--- src/rtl/output_port_allocator.sv ---
// ---------------------------------------------------------------------------
// output_port_allocator
//
// Switch allocator for one router output port. The input units whose route
// computation selected this port raise i_req. The allocator picks one of them
// round-robin and locks the port to it (wormhole switching). The lock is held
// until that input's tail flit crosses the switch, or until the input withdraws
// its request (abort). The port then spends at least one cycle idle before it
// grants again.
//
// Ports:
//   clk          router clock
//   reset        synchronous, active-high reset
//   i_req        per-input switch request, already filtered to this port
//   i_valid      per-input "flit presented is valid"
//   i_tail       per-input "flit presented is a tail" (qualified by i_valid)
//   i_out_ready  downstream link can take a flit this cycle
//   o_grant      one-hot switch ack to the input units, zero when unlocked
//   o_grant_idx  crossbar select (index of the granted input)
//   o_busy       port is locked to a packet
//   o_xfer       a flit crosses the switch this cycle
//   o_stall_err  one-cycle pulse when a lock goes MAX_STALL cycles without a
//                transfer (diagnostic only; the lock is kept)
//   o_pkt_cnt    number of completed packets, wraps at 16 bits
// ---------------------------------------------------------------------------
module output_port_allocator #(
    parameter int NUM_INPUTS = 5,
    parameter int IDX_W      = $clog2(NUM_INPUTS),
    parameter int MAX_STALL  = 64,
    parameter int STALL_W    = $clog2(MAX_STALL + 1)
) (
    input  logic                  clk,
    input  logic                  reset,
    input  logic [NUM_INPUTS-1:0] i_req,
    input  logic [NUM_INPUTS-1:0] i_valid,
    input  logic [NUM_INPUTS-1:0] i_tail,
    input  logic                  i_out_ready,
    output logic [NUM_INPUTS-1:0] o_grant,
    output logic [IDX_W-1:0]      o_grant_idx,
    output logic                  o_busy,
    output logic                  o_xfer,
    output logic                  o_stall_err,
    output logic [15:0]           o_pkt_cnt
);

    // ------------------------------------------------------------------
    // State encoding
    // ------------------------------------------------------------------
    localparam logic [0:0] ST_IDLE   = 1'b0;
    localparam logic [0:0] ST_LOCKED = 1'b1;

    localparam logic [IDX_W-1:0]   LAST_IDX   = IDX_W'(NUM_INPUTS - 1);
    localparam logic [STALL_W-1:0] STALL_MAX  = STALL_W'(MAX_STALL);
    localparam logic [STALL_W-1:0] STALL_LAST = STALL_W'(MAX_STALL - 1);

    // ------------------------------------------------------------------
    // Registers
    // ------------------------------------------------------------------
    logic [0:0]            state_q,     state_d;
    logic [IDX_W-1:0]      grant_idx_q, grant_idx_d;
    logic [NUM_INPUTS-1:0] grant_q,     grant_d;
    logic [IDX_W-1:0]      ptr_q,       ptr_d;
    logic [STALL_W-1:0]    stall_q,     stall_d;
    logic [15:0]           pkt_cnt_q,   pkt_cnt_d;

    // ------------------------------------------------------------------
    // Round-robin pick: first requester at or after the pointer, wrapping.
    // Requests at or above the pointer are tried first; if there are none,
    // the lowest-numbered requester overall is the wrap-around choice.
    // ------------------------------------------------------------------
    logic [NUM_INPUTS-1:0] at_or_after_ptr;
    logic [NUM_INPUTS-1:0] req_hi;
    logic [NUM_INPUTS-1:0] pick_onehot;
    logic [IDX_W-1:0]      pick_idx;
    logic                  any_req;

    for (genvar gi = 0; gi < NUM_INPUTS; gi++) begin : g_mask
        assign at_or_after_ptr[gi] = (IDX_W'(gi) >= ptr_q);
    end

    assign req_hi  = i_req & at_or_after_ptr;
    assign any_req = |i_req;

    function automatic logic [IDX_W-1:0] lowest_set(input logic [NUM_INPUTS-1:0] v);
        logic [IDX_W-1:0] r;
        r = '0;
        // Scanning downward leaves the lowest set bit as the final winner.
        for (int k = NUM_INPUTS - 1; k >= 0; k--) begin
            if (v[k]) begin
                r = IDX_W'(k);
            end
        end
        return r;
    endfunction

    assign pick_idx = (|req_hi) ? lowest_set(req_hi) : lowest_set(i_req);

    for (genvar gi = 0; gi < NUM_INPUTS; gi++) begin : g_onehot
        assign pick_onehot[gi] = (pick_idx == IDX_W'(gi));
    end

    // ------------------------------------------------------------------
    // Signals of the currently granted input
    // ------------------------------------------------------------------
    logic locked;
    logic cur_req;
    logic cur_valid;
    logic cur_tail;
    logic xfer;
    logic tail_release;
    logic release_now;
    logic [IDX_W-1:0] ptr_after;

    assign locked       = (state_q == ST_LOCKED);
    assign cur_req      = i_req[grant_idx_q];
    assign cur_valid    = i_valid[grant_idx_q];
    assign cur_tail     = i_tail[grant_idx_q];
    assign xfer         = locked & cur_valid & i_out_ready;
    assign tail_release = xfer & cur_tail;
    // A tail transfer in the same cycle as a dropped request is still a normal
    // end of packet; tail_release wins when deciding whether to count it.
    assign release_now  = locked & (tail_release | ~cur_req);

    // Pointer moves just past the input that held the port, so it goes to the
    // back of the line.
    assign ptr_after = (grant_idx_q == LAST_IDX) ? '0 : grant_idx_q + IDX_W'(1);

    // ------------------------------------------------------------------
    // Next-state logic
    // ------------------------------------------------------------------
    always_comb begin
        state_d     = state_q;
        grant_idx_d = grant_idx_q;
        grant_d     = grant_q;
        ptr_d       = ptr_q;
        stall_d     = stall_q;
        pkt_cnt_d   = pkt_cnt_q;

        case (state_q)
            ST_IDLE: begin
                if (any_req) begin
                    state_d     = ST_LOCKED;
                    grant_idx_d = pick_idx;
                    grant_d     = pick_onehot;
                    stall_d     = '0;
                end
            end

            ST_LOCKED: begin
                // Watchdog: cleared by any transfer, otherwise counts up and
                // sticks at the limit so the error pulse fires only once.
                if (xfer) begin
                    stall_d = '0;
                end else if (stall_q != STALL_MAX) begin
                    stall_d = stall_q + STALL_W'(1);
                end

                // Releasing always lands in IDLE, which guarantees a one-cycle
                // gap before the next grant.
                if (release_now) begin
                    state_d = ST_IDLE;
                    grant_d = '0;
                    ptr_d   = ptr_after;
                    stall_d = '0;
                    if (tail_release) begin
                        pkt_cnt_d = pkt_cnt_q + 16'd1;
                    end
                end
            end

            default: begin
                state_d = ST_IDLE;
                grant_d = '0;
                stall_d = '0;
            end
        endcase
    end

    // ------------------------------------------------------------------
    // Registers with synchronous reset. Reset mid-packet simply drops the
    // lock; no release bookkeeping happens.
    // ------------------------------------------------------------------
    always_ff @(posedge clk) begin
        if (reset) begin
            state_q     <= ST_IDLE;
            grant_idx_q <= '0;
            grant_q     <= '0;
            ptr_q       <= '0;
            stall_q     <= '0;
            pkt_cnt_q   <= '0;
        end else begin
            state_q     <= state_d;
            grant_idx_q <= grant_idx_d;
            grant_q     <= grant_d;
            ptr_q       <= ptr_d;
            stall_q     <= stall_d;
            pkt_cnt_q   <= pkt_cnt_d;
        end
    end

    // ------------------------------------------------------------------
    // Outputs. Grant and crossbar select come straight from flops.
    // ------------------------------------------------------------------
    assign o_grant     = grant_q;
    assign o_grant_idx = grant_idx_q;
    assign o_busy      = locked;
    assign o_xfer      = xfer;
    // The pulse lands on the stalled cycle that takes the count to the limit.
    assign o_stall_err = locked & ~xfer & (stall_q == STALL_LAST);
    assign o_pkt_cnt   = pkt_cnt_q;

endmodule

--- config.mk ---
export PLATFORM = sky130hd
export DESIGN_NAME = output_port_allocator
export DESIGN_NICKNAME = d
export VERILOG_FILES = /design/src/rtl/output_port_allocator.sv
export SDC_FILE = /design/constraint.sdc
export NUM_CORES = 1
export LEC_CHECK = 0
export ABC_AREA = 0
export CAP_MARGIN = 10
export CORE_ASPECT_RATIO = 0.7
export CORE_MARGIN = 3
export CORE_UTILIZATION = 46
export DETAILED_ROUTE_END_ITERATION = 10
export PLACE_DENSITY = 0.77
export SYNTH_ARGS = -nofsm -noshare
export SYNTH_HDL_FRONTEND = slang
export SYNTH_SLANG_ARGS = --single-unit
--- constraint.sdc ---
create_clock -name clk -period 1.9 [get_ports clk]
set_input_delay 0.19 -clock clk [delete_from_list [all_inputs] [get_ports clk]]
set_output_delay 0.19 -clock clk [all_outputs]
set_load 0.01 [all_outputs]
==> summary.md <==
| Metric | Value |
|---|---|
| Arr. time, crit path | a little over 2000 ps |
| Die W | approximately 86 um |
| Worst reg2reg path depth | 7 |
| Hold Path Cell Cnt | 1 |
| Status | completed |
| Unrepaired setup endpoints after global routing | yes |
| Placed Instances | between 300 and 400 |
| Worst Hold Class | flop to flop |
| Non-filler instance count after layout | 384 |
| Area delta synth->final | 44.68% |
| Worst Path Class, Setup | flop to flop |
| Routed wire per std cell | roughly 15 um |
| Worst-skew pair later-pin latency | approximately 280 ps |
| Max rail drop VDD | 0.0003955 V |
| Syn. warnings | 0 |
| Clk_skew | ~3.8 ps |
| Ant. Diodes | 0 |
| Largest net degree at the start of global routing | 39 |
| Final WL | ~5600 um |
| Hold_buf cts | 0 |
| H-tree depth | 2 |
| Port bufs | 44 |
| Post-synth EDFFs | 0 |
| Final Max Tran Viols | 0 |
| Vias in the first global route | roughly 1.9k |
| DR vias/cell | 5.477 |
| Synth async-reset ratio | 0% |
| Top cell type's share of synthesized area | 34.04% |
| Syn Inst Count | 247 |
| Worst slew pin tran | about 390 ps |
| Max Buffers Root-to-Sink | 2 |
| Synth area leader | dfxtp_1 |
| Final Hold Viols | 0 |
| Starting Density | 50.05% |
| CTS tree | done |
| CP Max Fanout | 8 |
| # rows | 19 |
| Die area | approximately 5300 um2 |
| Slack of the critical path | 15.26 ps |
| Crit path required time | ~2100 ps |
| Final Cycle Share | 99.20% |
| GP Congestion | between 0.8 and 0.9 |
| Clk slew on worst S/H paths | ~70 ps |
| DRT antenna net count | 0 |
| Gr usage total | a little over a fifth |
| Post-synth net total | 270 |
| Layout cells sized above 1 | 24.40% |
| Synth top area cells | dfxtp_1, nor2_1, a21oi_1 |
| Pwr Density | between 600 and 700 nW/um2 |
| Sum Neg Setup Slack | 0 ps |
| Seq/Total Area, Yosys | 34.04% |
| Startpoint types | flop |
| CTS buffer count | 5 |
| Final setup viols | 0 |
| DPL Wire Length | between 4000 and 5000 um |
| Core footprint | just over 4000 um2 |
| Fin util | ~72% |
| Flop2flop setup slack | around 15 ps |
| Fmax | roughly 0.53 GHz |
| I/O Pins | 45 |
| Mapped Area | roughly 2100 um2 |
| Max-cap violations | 0 |
| Synthesized flop and latch total | 35 |
| Final global-route overflow total | 0 |
| Max transition margin | 74.18% |
| Synth unique cells | between 50 and 60 |
| Die height | a little over 60 um |
| Pre-CTS WS | -249.7 ps |
| Layout Nets | 354 |
| LEAKAGE | around 0.0011 uW |
| Synth Flop Type | dfxtp_1 |
| CTS root buf | clkbuf_8 |
| Syn Area/Cell | approximately 8.3 um2 |
| Design Area, Final | slightly below 3000 um2 |
| Drc violations | 0 |
| Clock Sinks | 35 |
| DRT iter0 DRCs | ~160 |
| Dpl cell area | 2815 um2 |
| First-pass GRT wire length | roughly 9000 um |
| Initial antenna violation count | 0 |
| Setup crit end kind | flop |
| Tmin final | around 1900 ps |
| Detailed Routing Iterations Pass 1 | 4 |
| Vias | between 2k and 2.5k |
registers in the layout, indices dropped and copies added, names as in the netlist:
register / count
o_grant_idx: 3
o_grant: 5
o_pkt_cnt: 16
o_busy: 1
ptr_q: 3
stall_q: 7
per-stage QoR:
stage	total power [uW]	hold slack, ps
after global routing	2119	485.2
final	2017	470.8
after floorplan	1171	387.8
after global placement	1441	448.6
after CTS	1987	472.4
after detailed placement	1456	452.5
synth_stat cells, types with 2 or more instances:
master     count
nor4_1         5
xnor2_1        8
nand2_1       17
nand3b_1       2
o21a_1         2
mux2_2         5
ha_1           5
and3_1         5
o21ai_0        5
and2_1         2
a31oi_1        4
o2bb2ai_1      2
buf_6          2
nor3_2         2
a21oi_1       14
a211oi_1       4
a32o_1         2
nand2b_1       3
nand3_1       12
nand4_1        3
mux2i_1        5
inv_1         15
nor2_1        36
and4_1         2
or2_2          2
clkbuf_1       5
nor3_1        10
dfxtp_1       35
nor2b_1        7
critical path, stage by stage (launching register included):
cell and delay, ps:
dfxtp_4 370, or3b_4 420, o211ai_4 110, nand2_4 110, buf_6 140, nor2_4 110, and4_1 220, mux2_4 300
report_power, final:
group | total [uW] | internal [uW] | switching (uW)
logic | 659 | 340 | 319
clock network | 528 | 257 | 270
registers | 830 | 776 | 53.7
total | 2020 | 1370 | 643
final cells by class:
class / count / area, um2
fillers: 319 / 1135
well taps: 52 / 65.06
inverters: 15 / 56.30
multi-input cells: 188 / 1295
repair buffers: 86 / 770.7
flip-flops and latches: 35 / 709.4
clock buffers: 7 / 76.32
clock inverters: 1 / 5.005
per-layer routing:
| metal | vias to the layer above | track usage, % | share of wire [%] |
|---|---|---|---|
| met5 | - | 0 | 0 |
| met4 | 0 | 7.675 | 1.7 |
| met3 | 11 | 4.216 | 5.3 |
| met2 | 61 | 31.39 | 42 |
| met1 | 974 | 31.74 | 51 |
| li1 | 1057 | - | - |
path summary, 6_finish.rpt:
path | from | to
worst max-delay path | o_grant_idx[2] | o_pkt_cnt[11]
worst min-delay path | o_grant[1] | o_grant[1]
worst max register to register | o_grant_idx[2] | o_pkt_cnt[11]
worst min register to register | o_grant[1] | o_grant[1]
cell families (layout without fill, tap and decap cells):
logic type	count (synthesis)	count (layout)	share of synthesized area (%)
xor+xnor	8	8	3.404
buf+inv	24	109	5.349
fa+ha+maj	5	5	3.040
simple gates	118	118	30.88
mux	11	11	5.896
flops	35	35	34.04
compound gates	46	46	17.39
what timing repair did:
item / in CTS / in global routing
resized for setup: 9 / 16
buffers inserted: 2 / 2
pin swaps: 2 / 5
endpoints found under the setup margin: 4 / 17
cell usage in the layout, fill, tap and decap left out, types with 3 or more instances in the layout:
| master | n |
|---|---|
| nor2_1 | 36 |
| a31oi_1 | 4 |
| ha_1 | 5 |
| nand2_1 | 16 |
| xnor2_1 | 8 |
| buf_4 | 39 |
| nand4_1 | 3 |
| inv_1 | 15 |
| mux2_2 | 4 |
| nor3_1 | 10 |
| nand2b_1 | 3 |
| and3_1 | 5 |
| a211oi_1 | 4 |
| clkdlybuf4s50_1 | 42 |
| o21ai_0 | 3 |
| nor4_2 | 4 |
| clkbuf_8 | 5 |
| mux2i_1 | 5 |
| a21oi_1 | 13 |
| nand3_1 | 12 |
| nor2b_1 | 7 |
| dfxtp_1 | 32 |
Note: power is estimated with default switching activity, not from simulation.
==> RTL change: new RTL, same flow settings <==
Reset style: asynchronous (`reset`), changed in one clocked block. Comments in the files are not updated.
--- a/src/rtl/output_port_allocator.sv
+++ b/src/rtl/output_port_allocator.sv
@@ -182,3 +182,3 @@
     // ------------------------------------------------------------------
-    always_ff @(posedge clk) begin
+    always_ff @(posedge clk or posedge reset) begin
         if (reset) begin
Behaviour: differs if reset is asserted again (counterexample within 4 cycles, from zero or initial values and one cycle with reset high); with reset held inactive, the same outputs for 10 cycles.
==> RTL change against the unedited design <==
  * The run now ends with setup timing left
  * Final area is 1.7% lower
  * Maximum frequency is 11% lower
  * Synthesized area shrank 3.3%
  * Critical endpoint is now ptr_q[1]
  * Worst hold slack worse by 0.16 ns
  * Critical path type unchanged
  * Global-route usage shrank 1.1 points
  * Sequential cell count unchanged
  * Wire length down 14%
  * Count of clock-buffer cells in the layout down 1
  * Die area down 3.0%
  * Setup slack got worse by 0.24 ns
  * Cell count shrank 16%
Power is not compared: it rests on default switching activity, and its combinational part moved more than twofold at a synthesized area within 25%.
==> RTL change: results (changes against the unedited design) <==
** Worst setup path
- CP Max Fanout :: 4 (-4)
- The longest individual stage delay on the worst path came to 0.56 ns (+0.14 ns).
- The slowest stage of the critical path is the sky130_fd_sc_hd__mux4_2 cell.
- The endpoint identified for the worst register-to-register timing path is ptr_q[1].
- Family with the most delay on the worst path :: multiplexers
- R2R depth :: 6 (-1)
- The startpoint identified for the worst register-to-register timing path is o_grant_idx[0].

** STA
- Worst clock skew :: 0.00476 ns (+0.000995 ns)
- The worst-margin pin slew was 0.443 ns (+0.0570 ns).
- Final setup vio count :: 32 (+32)
- The sum of negative setup slack was -2.93 ns (-2.93 ns).
- PnR worst setup slack :: -0.220 ns (-0.235 ns)
- The worst-case hold slack came to 0.311 ns (-0.160 ns).

** Place
- Post-detail-place hpwl :: 3.63 mm (-13%)
- The placed cell area is 2670 um^2 (-5.2%).
- Cell total after placement :: 310 (-17%)

** Power and ir drop
- Combinational-cell power consumption :: 1.88 mW

** Route
- Total iterations of the first detailed-routing run :: 5 (+1)
- Total number of vias :: 1,756 (-17%)
- The post-detailed-route wirelength per cell is 15.1 um (+3.1%).
- Number of DRC markers in iteration 0 :: 77 (-51%)
- Met1 wire length :: 2.22 mm (-22%)
- The wire length on met3 is 324 um (+9.1%).
- Total wire length :: 4.84 mm (-14%)
- The met2 wire length was 2.23 mm (-5.7%).

** Synthesis
- The adder-cell area share of the yosys netlist came to 3.14% (+0.10 points).
- In the synthesized netlist the dominant register cell turns out to be sky130_fd_sc_hd__dfrtp_1.
- The post-synthesis sequential area ratio came to 44.0% (+10 points).
- Net count of the mapped netlist :: 217 (-20%)
- Share of cell area taken by muxes after synthesis :: 7.79% (+1.9 points)
- Netlist cell types :: 46 (-16%)
- Proportion of synthesized flip-flops having asynchronous set or reset :: 100% (+100 points)
- Ranking of synthesized cells by instance count :: sky130_fd_sc_hd__dfrtp_1, sky130_fd_sc_hd__inv_1, sky130_fd_sc_hd__nand2_1, sky130_fd_sc_hd__nor2_1, sky130_fd_sc_hd__xnor2_1
- The post-synthesis cell count came to 194 (-21%).
- By area the synthesized netlist is led by sky130_fd_sc_hd__dfrtp_1, sky130_fd_sc_hd__xnor2_1, sky130_fd_sc_hd__ha_1, sky130_fd_sc_hd__a22o_1, sky130_fd_sc_hd__inv_1.
- Post-synthesis xor/xnor area fraction :: 6.60% (+3.2 points)

** GRT
- Global-route wire length before repair :: 8.16 mm (-9.4%)
- Grt met3 use :: 5.48% (+1.3 points)
- The met2 demand-to-capacity share in global routing was 34.2% (+2.8 points).
- The largest net degree at the start of global routing is 36 (-7.7%).
- GR Util All Layers :: 20.4% (-1.1 points)
- Fraction of met1 tracks used by global routing :: 26.4% (-5.4 points)

** Finish
- The final instance area came to 2930 um^2 (-1.7%).
- The number of nets in the layout was 291 (-18%).
- The share of cells above drive strength 1 is 26.0% (+1.6 points).

** Status
- Violated checks :: setup timing
- The flow ran to the end, but the final reports show violations.

** Min path
- The path class of the tightest hold or removal check is input port to asynchronous set/reset pin.

** CTS
- The clock insertion delay at the later pin of the skew report is 0.28 ns (about the same).
[RTL change: changes by cell type after synthesis, sizes merged, moves of 4 or more]
cell    delta
dfxtp     -35
a31oi      -5
nor4       -6
nand2      -6
a22o       +6
dfrtp     +35
xor2       +5
a21oi      -9
nand3      -7
nor2      -25
nor3      -11
a211oi     -4
[RTL change: what timing repair did]
item / 4_1_cts / 5_1_grt
hold buffers: 0 / 0
gates resized for setup: 20 / 13
setup buffers: 3 / 0
endpoints found under the setup margin: 34 / 34
pin swaps: 10 / 8
[RTL change: area by class of cell]
type | count | area [um^2]
Timing Repair Buffer | 75 | 671
Inverter | 13 | 48.8
Multi-Input combinational cell | 138 | 1130
Clock buffer | 6 | 72.6
Tap cell | 52 | 65.1
Fill cell | 313 | 1110
Clock inverter | 2 | 60.1
Sequential cell | 35 | 877
